## src/rtl/clock_divider_multi.sv

```systemverilog
// Multi-channel programmable divider: per-channel divided clock and period-start tick,
// with shadowed divisors applied at the period boundary. Define CLKDIV_SYNC_EN to add sync_req.
module clock_divider_multi #(
  parameter int NUM_CH      = 2,
  parameter int WIDTH       = 32,
  parameter int CH_W        = 1,
  parameter int DIV_DEFAULT = 3908
) (
  input  logic              inclk,
  input  logic              rst_n,
  input  logic [NUM_CH-1:0] en,
  input  logic              div_wr,
  input  logic [CH_W-1:0]   div_ch,
  input  logic [WIDTH-1:0]  div_data,
`ifdef CLKDIV_SYNC_EN
  input  logic              sync_req,
`endif
  output logic              div_err,
  output logic [NUM_CH-1:0] div_busy,
  output logic [NUM_CH-1:0] outclk,
  output logic [NUM_CH-1:0] tick
);

  localparam logic [WIDTH-1:0] DIV_RST  = WIDTH'(DIV_DEFAULT);
  localparam logic [WIDTH-1:0] ONE      = WIDTH'(1);
  localparam logic [WIDTH-1:0] DIV_MIN  = WIDTH'(2);
  localparam logic [31:0]      NUM_CH_U = 32'(NUM_CH);

  logic [WIDTH-1:0]  cnt_q [NUM_CH];
  logic [WIDTH-1:0]  cnt_d [NUM_CH];
  logic [WIDTH-1:0]  div_act_q [NUM_CH];
  logic [WIDTH-1:0]  div_act_d [NUM_CH];
  logic [WIDTH-1:0]  div_shadow_q [NUM_CH];
  logic [WIDTH-1:0]  div_shadow_d [NUM_CH];
  logic [NUM_CH-1:0] pend_q, pend_d;
  logic [NUM_CH-1:0] outclk_q, outclk_d;
  logic [NUM_CH-1:0] tick_q, tick_d;
  logic              div_err_q, div_err_d;
  logic              wr_ok;
  logic              sync_all;

`ifdef CLKDIV_SYNC_EN
  assign sync_all = sync_req;
`else
  assign sync_all = 1'b0;
`endif

  assign wr_ok = div_wr && (div_data >= DIV_MIN) && (32'(div_ch) < NUM_CH_U);

  always_comb begin
    div_err_d = div_wr && !wr_ok;
    for (int i = 0; i < NUM_CH; i++) begin
      cnt_d[i]        = cnt_q[i];
      div_act_d[i]    = div_act_q[i];
      div_shadow_d[i] = div_shadow_q[i];
      pend_d[i]       = pend_q[i];
      if (!en[i]) begin
        // Parked one short of the new divisor so the first enabled edge wraps.
        if (pend_q[i]) div_act_d[i] = div_shadow_q[i];
        pend_d[i] = 1'b0;
        cnt_d[i]  = div_act_d[i] - ONE;
      end else if (sync_all || (cnt_q[i] == div_act_q[i] - ONE)) begin
        cnt_d[i] = '0;
        if (pend_q[i]) begin
          div_act_d[i] = div_shadow_q[i];
          pend_d[i]    = 1'b0;
        end
      end else begin
        cnt_d[i] = cnt_q[i] + ONE;
      end
      // A write landing on a wrap is staged after the old shadow was consumed.
      if (wr_ok && (div_ch == CH_W'(i))) begin
        div_shadow_d[i] = div_data;
        pend_d[i]       = 1'b1;
      end
      outclk_d[i] = en[i] && (cnt_d[i] < (div_act_d[i] >> 1));
      tick_d[i]   = en[i] && (cnt_d[i] == '0);
    end
  end

  always_ff @(posedge inclk) begin
    if (!rst_n) begin
      for (int i = 0; i < NUM_CH; i++) begin
        cnt_q[i]        <= DIV_RST - ONE;
        div_act_q[i]    <= DIV_RST;
        div_shadow_q[i] <= DIV_RST;
      end
      pend_q    <= '0;
      outclk_q  <= '0;
      tick_q    <= '0;
      div_err_q <= 1'b0;
    end else begin
      for (int i = 0; i < NUM_CH; i++) begin
        cnt_q[i]        <= cnt_d[i];
        div_act_q[i]    <= div_act_d[i];
        div_shadow_q[i] <= div_shadow_d[i];
      end
      pend_q    <= pend_d;
      outclk_q  <= outclk_d;
      tick_q    <= tick_d;
      div_err_q <= div_err_d;
    end
  end

  assign div_err  = div_err_q;
  assign div_busy = pend_q;
  assign outclk   = outclk_q;
  assign tick     = tick_q;

endmodule

```

## config.mk

```make
export PLATFORM = sky130hd
export DESIGN_NAME = clock_divider_multi
export DESIGN_NICKNAME = d
export VERILOG_FILES = /design/src/rtl/clock_divider_multi.sv
export SDC_FILE = /design/constraint.sdc
export NUM_CORES = 1
export LEC_CHECK = 0
export CORE_ASPECT_RATIO = 0.75
export CORE_MARGIN = 4
export CORE_UTILIZATION = 55
export DETAILED_ROUTE_END_ITERATION = 10
export GPL_ROUTABILITY_DRIVEN = 0
export PLACE_DENSITY = 0.68
export SETUP_SLACK_MARGIN = 0.05
export SYNTH_ARGS = -nofsm -noshare
export SYNTH_HDL_FRONTEND = slang
export SYNTH_SLANG_ARGS = --single-unit
```

## constraint.sdc

```tcl
create_clock -name inclk -period 8 [get_ports inclk]
set_input_delay 0.8 -clock inclk [delete_from_list [all_inputs] [get_ports inclk]]
set_output_delay 0.8 -clock inclk [all_outputs]
set_load 0.02 [all_outputs]
```

==> run summary, run 1 <==
### Synthesis
* adder and majority cell fraction of the synthesized area: 5.43%
* cell area after technology mapping: 0.0152 mm²
* parity-gate share of the synthesized area counting xor and xnor cells: 12.8%
* Distinct cells, synth: 86
* compound-cell area share of the yosys netlist: 11.0%
* multiplexer area fraction after synthesis: 12.7%
* basic-gate share of the synthesized area counting and, or, nand and nor cells: 27.4%
* async set-or-reset flop fraction in the synthesized netlist: 0%
* number of enable-type register cells in the synthesized netlist: 0
* Syn Nets: 2002
* post-synthesis sequential area ratio: 26.2%
* number of warnings printed during yosys synthesis: 0
* most used flip-flop cell after synthesis: dfxtp_1
* combinational family with the most area after synthesis: simple AND/OR/NAND/NOR gates
* flops & latches, synth: 199
* per-instance average area after synthesis: 8.02 µm²
* Gate Count Post-Synth: 1898

### Floorplan
* core area: 0.0271 mm²
* count of standard-cell rows: 52
* Die Y: 152 µm
* DIE AREA: 0.0304 mm²
* x dimension of the die: 200 µm
* number of top-level pins: 45
* initial core utilization: 56.1%

### STA
* Worst-Margin Slew: 1.18 ns
* Final Hold Vio Count: 0
* Total Negative Setup Slacks: 0 ns
* Post-Route Skew: 0.0127 ns
* headroom to the max-slew limit: 19.4%
* final clock period utilization by the worst path: 80.0%
* Peak Freq: 156 MHz
* Max Transition Viols Final: 0
* setup-violating endpoint count in the final report: 0
* unrepaired setup endpoints after global routing: no
* minimum period implied by the final worst setup slack: 6.40 ns

### Routing
* ratio of routed vias to standard cells: 6.48
* wire per inst: 22.5 µm
* detailed-route wire length on metal 1: 23400 µm
* wirelength, routed: 49600 µm
* met3 wirelength from detailed routing: 6480 µm
* met2 wire length: 18700 µm
* residual antenna-violating net count after detailed routing: 0
* first-pass iteration count of the detailed router: 6
* via count: 14300
* max layer used: met5
* DRC viols: 0
* count of routing violations after the opening detailed-route iteration: 1819

### CTS
* Num CTS Buffers: 17
* Clock Tree Root: clkbuf_16
* clock tree buffer depth: 2
* post-CTS setup buffers: 0
* Clock H-tree levels: 4
* clock transition at the register clock pins on the worst setup and hold paths after CTS: 0.07 ns
* CTS Hold Bufs: 0
* clock latency on the worst-skew pair: 0.45 ns
* Resize count post-CTS: 0
* number of sinks driven by the clock tree: 199
* CTS tree: yes

### Layout
* ANT cells: 0
* commonest non-fill, non-tap cell in the layout: nor2_1
* number of nets in the layout: 1948
* final std cells w/o fill: 2208
* Area Growth Syn to Fin: 6.45%
* fraction of final layout cells with drive strength greater than 1: 5.44%
* final design utilization: 59.7%
* top library cells by usage in the layout, fill and taps aside: 217 x nor2_1, 197 x dfxtp_1, 185 x mux2i_1, 140 x xnor2_1, 110 x nand2_1

### Power and ir drop
* leakage power summed over all cells: 6.65 nW
* Power per Cell Area: 152 mW/mm²
* IR drop worst, VDD: 0.140 mV

### Setup path
* Worst Reg2Reg Path Length in Cells: 20
* worst setup path category: reg2reg
* Crit Reg-Reg Startpoint: div_act_q[0][0]
* data arrival time of the critical path: 6.79 ns
* required time reported for the critical path endpoint: 8.39 ns
* timing endpoint of the critical path: outclk[0]
* endpoint of the lowest-slack register-to-register path: outclk[0]
* Worst setup SP type: flop
* critical-path maximum fanout: 26
* first element of the critical path: div_act_q[0][0]
* Worst Setup End Kind: flop
* setup slack, reg-to-reg: 1.60 ns

### Global route
* number of global-route vias before repair: 12900
* global-route congestion overflow total: 0
* maximum number of pins on one net before global-route repair: 88
* initial antenna violation count: 2
* first-pass GRT wire length: 75900 µm
* total global-route track usage: 31.6%

### Hold path
* type of the tightest min-delay check: reg2reg
* start point of the worst hold path: div_shadow_q[0][46]

### Placement
* Cells after DPL: 2176
* HPWL after DPL: 38300 µm
* count of input and output buffers: 44

### Job
* number of maximum-capacitance constraint violations: 0

### Run status
* outcome: complete, no violations

[synth_stat cells (20+ instances only)]
library cell | n | share of area [%]
and2_1 | 50 | 2.1
nand2_1 | 111 | 2.7
mux2i_1 | 185 | 12
and3_1 | 20 | 0.82
ha_1 | 66 | 5.4
xor2_1 | 83 | 4.8
xnor2_1 | 140 | 8.1
inv_1 | 21 | 0.52
nor3_1 | 84 | 2.8
nor4_1 | 41 | 1.7
a21oi_1 | 64 | 2.1
dfxtp_1 | 199 | 26
nor2_1 | 217 | 5.4
clkbuf_1 | 81 | 2.0
buf_1 | 20 | 0.49
nand4_1 | 38 | 1.6
nand3_1 | 99 | 3.3
o21ai_0 | 72 | 2.4
[cells by family after synthesis]
group,count (synthesis)
buffers and inverters,154
xor gates and xnor gates,223
muxes,192
DFF,199
and+or+nand+nor,803
AOI/OAI and AO/OA,261
adders and majority gates,66
[flip-flops by register name, summed over array words and instances, names as in the netlist]
signal and count:
div_busy 2, div_shadow_q 64, outclk 2, cnt_q 64
div_act_q 64, div_err 1, tick 2
[worst min-delay path by stage]
stage                                endpoint  depth (start not counted)
after global placement    div_shadow_q[0][46]                          2
final                     div_shadow_q[0][46]                          2
after detailed placement  div_shadow_q[0][40]                          2
after floorplan           div_shadow_q[0][32]                          2
after CTS                  div_shadow_q[0][2]                          2
after global routing      div_shadow_q[0][46]                          2
[per-layer routing]
layer	GRT usage (%)	vias to the layer above
met1	49.7	6772
met2	40.2	811
li1	-	6655
met5	0	-
met3	11.6	74
met4	7.21	6
[worst max-delay path, cell delays in order, from the launching register on]
cell	delay, ns
dfxtp_1	0.37
inv_1	0.08
ha_1	0.21
nor3b_2	0.50
nand2_1	0.20
nor4_1	0.77
xnor2_1	0.21
a21oi_1	0.11
or4_1	0.52
buf_4	0.26
a21oi_4	0.81
buf_4	0.34
mux2i_1	0.33
ha_1	0.30
a211oi_1	0.40
nand2_1	0.16
nand4b_1	0.25
nor2_1	0.14
nand2_1	0.06
and4b_1	0.20
nor2_1	0.08
[where the power goes]
part	total [mW]	switching, mW	internal (mW)
Combinational	0.483	0.290	0.192
Clock	0.886	0.408	0.478
Sequential	1.09	0.0610	1.03
[area by class of cell]
| type | instances | area [µm²] |
|---|---|---|
| fillers | 2464 | 10900 |
| multi-input cells | 1545 | 10600 |
| flip-flops and latches | 199 | 3990 |
| repair buffers | 57 | 523 |
| clock buffers | 21 | 460 |
| well taps | 351 | 439 |
| clock inverters | 11 | 121 |
| inverters | 24 | 92.6 |
[stage by stage]
stage	cell area [µm²]	setup slack (ns)	hold WS [ns]	power (mW)
finish	16200	1.60	0.528	2.45
global route	16200	1.28	0.557	2.55
CTS	16200	1.85	0.541	2.45
detailed placement	15600	1.92	0.519	1.57
global placement	15600	2.00	0.491	1.56
floorplan	15200	2.70	0.463	1.42
Note: power is estimated with default switching activity, not from simulation.
==> inputs of run 2 (changes only) <==
==> constraint.sdc (replaced) <==
create_clock -name inclk -period 6.7 [get_ports inclk]
set_input_delay 0.67 -clock inclk [delete_from_list [all_inputs] [get_ports inclk]]
set_output_delay 0.67 -clock inclk [all_outputs]
set_load 0.02 [all_outputs]
==> run 2 against run 1 <==
Effect of this change: fmax is 3.3% higher; cell count is 0.50% higher; register-to-register slack worse by 1.1 ns; critical path depth stayed put; clock power is 26% higher; power is 22% higher; via count is 0.16% higher.
==> run summary, run 2 (synthesized netlist as in run 1, its figures left out) <==
### Hold path
* type of the tightest min-delay check: reg2reg

### Floorplan
* count of standard-cell rows: 52, unchanged
* DIE AREA: 0.0304 mm², unchanged
* Die Y: 152 µm, unchanged
* core area: 0.0271 mm², unchanged
* initial core utilization: 56.1%, unchanged
* x dimension of the die: 200 µm, unchanged
* number of top-level pins: 45, unchanged

### Layout
* registers with the highest flip-flop counts: cnt_q: 64 flops, div_act_q: 64 flops, div_shadow_q: 64 flops
* final design utilization: 60.2%, +0.43 points
* number of nets in the layout: 1958, +0.51%
* Area Growth Syn to Fin: 7.23%
* commonest non-fill, non-tap cell in the layout: nor2_1
* fraction of final layout cells with drive strength greater than 1: 6.05%, +0.61 points
* top library cells by usage in the layout, fill and taps aside: 217 x nor2_1, 197 x dfxtp_1, 185 x mux2i_1, 140 x xnor2_1, 110 x nand2_1

### CTS
* CTS Hold Bufs: 0, unchanged
* Clock H-tree levels: 4, unchanged
* Resize count post-CTS: 0, unchanged
* post-CTS setup buffers: 0, unchanged
* CTS tree: yes
* number of sinks driven by the clock tree: 199, unchanged
* clock tree buffer depth: 2, unchanged
* Clock Tree Root: clkbuf_16
* clock latency on the worst-skew pair: 0.46 ns, about the same
* Num CTS Buffers: 17, unchanged
* clock transition at the register clock pins on the worst setup and hold paths after CTS: 0.08 ns, about the same

### Setup path
* slowest library cell on the worst path: nor3_1
* delay of the slowest cell on the worst path: 0.56 ns, -0.25 ns
* data arrival time of the critical path: 6.60 ns, -0.19 ns
* Worst Setup End Kind: flop
* critical-path maximum fanout: 17, -35%
* Worst setup SP type: flop
* worst setup path category: reg2reg
* required time reported for the critical path endpoint: 7.11 ns, -1.28 ns
* critical path, cell by cell: nor3_1 -> nand4_1 -> or3_1 -> a2111oi_0 -> and4_1 -> nand4_1 -> nor3_1 -> o21ai_4 -> buf_4 -> mux2i_1 -> ha_1 -> a21o_1 -> a21o_1 -> a21oi_1 -> o21ai_0 -> a221oi_1 -> nand3_1 -> a211oi_1 -> o31a_1 -> o21a_1

### Power and ir drop
* Net Sw Power: 0.931 mW, +23%
* leakage power summed over all cells: 6.72 nW, +0.96%
* relative contribution of combinational cells to total power: 19.3%, -0.4 points
* switching share of power: 31.0%, +0.10 points
* Power per Cell Area: 184 mW/mm², +21%
* share of total power in sequential cells: 43.2%, -1.0 points
* proportion of power drawn by the clock network: 37.5%, +1.4 points
* internal power: 2.07 mW, +22%
* IR drop worst, VDD: 0.147 mV, +4.9%

### STA
* Post-Route Skew: 0.0155 ns, +0.00276 ns
* Worst-Margin Slew: 1.16 ns, -0.0177 ns
* Peak Freq: 161 MHz, +3.3%
* setup-violating endpoint count in the final report: 0, unchanged
* Final Hold Vio Count: 0, unchanged
* worst hold margin: 0.517 ns, -0.0108 ns
* unrepaired setup endpoints after global routing: no
* minimum period implied by the final worst setup slack: 6.19 ns, -0.204 ns
* Total Negative Setup Slacks: 0 ns, unchanged
* final clock period utilization by the worst path: 92.5%, +12 points
* headroom to the max-slew limit: 22.3%, +2.9 points
* Max Transition Viols Final: 0, unchanged

### Routing
* via count: 14300, +0.16%
* residual antenna-violating net count after detailed routing: 0, unchanged
* wire per inst: 22.2 µm, -1.5%
* wirelength, routed: 49200 µm, -1.0%
* first-pass iteration count of the detailed router: 5, -1
* DRC viols: 0, unchanged
* ratio of routed vias to standard cells: 6.46, -0.34%
* count of routing violations after the opening detailed-route iteration: 1594, -12%

### Global route
* global route hottest layer: met1
* total global-route track usage: 31.5%, -0.18 points
* met1 Use GR: 50.5%, +0.86 points
* initial antenna violation count: 0, -2
* number of global-route vias before repair: 13000, +0.69%
* first-pass GRT wire length: 75600 µm, -0.45%
* global-route congestion overflow total: 0, unchanged
* maximum number of pins on one net before global-route repair: 70, -20%
* fraction of met3 tracks used by global routing: 10.1%, -1.5 points
* met2 capacity usage during global routing: 39.9%, -0.34 points

### Placement
* HPWL after DPL: 38000 µm, -1.0%
* count of input and output buffers: 44, unchanged

### Run status
* outcome: complete, no violations

### Job
* number of maximum-capacitance constraint violations: 0, unchanged

## run 2: cell types whose count changed in the layout (fill, tap and decap cells not counted)
| cell | change |
|---|---|
| clkinv_2 | -2 |
| inv_8 | +1 |
| buf_4 | +10 |
| clkinv_4 | +1 |
| clkbuf_1 | -2 |
| clkinvlp_4 | +1 |
| bufinv_16 | +1 |
| diode_2 | +1 |
## run 2: final cells by class
cell class	instances	area, µm²
clock buffer	19	453
multi-input combinational	1545	10600
clock inverter	13	169
timing repair buffer	67	598
sequential	199	3990
antenna	1	2.50
fill	2487	10800
tap	351	439
inverter	24	92.6
## run 2: power by group through the flow
stage | Sequential [mW] | Combinational, mW | Clock (mW)
floorplan | 1.29 | 0.409 | 0
global placement | 1.32 | 0.551 | 0
detailed placement | 1.32 | 0.556 | 0
CTS | 1.29 | 0.560 | 1.13
global route | 1.30 | 0.626 | 1.18
finish | 1.30 | 0.580 | 1.12
## run 2: metal layers
layer | wire, µm | vias to the layer above
met2 | 18800 | 750
met1 | 23500 | 6853
met4 | 657 | 0
li1 | - | 6688
met3 | 6290 | 50
met5 | 0 | -
## run 2: path summary, 6_finish.rpt
check                                         start                   to  slack (ns)  depth (start not counted)
worst max-delay path               div_act_q[0][34]            outclk[1]        0.51                         20
worst min-delay path            div_shadow_q[0][46]  div_shadow_q[0][46]        0.52                          2
worst max register to register     div_act_q[0][34]            outclk[1]        0.51                         20
worst min register to register  div_shadow_q[0][46]  div_shadow_q[0][46]        0.52                          2
## run 2: worst max-delay path, delay by kind of cell (launching register included)
family / cells / cell delay [ns]
flops: 1 / 0.44
mux: 1 / 0.25
simple gates: 7 / 2.42
buf+inv: 1 / 0.31
fa+ha+maj: 1 / 0.28
compound gates: 10 / 2.43
## run 2: per-stage QoR
stage	setup slack, ns	area (µm²)	power, mW	instances
after global routing	0.164	16300	3.10	2218
after floorplan	1.40	15200	1.69	1898
after detailed placement	0.799	15700	1.88	2186
after CTS	0.759	16300	2.99	2218
final	0.505	16300	3.00	2219
after global placement	0.903	15700	1.87	2186
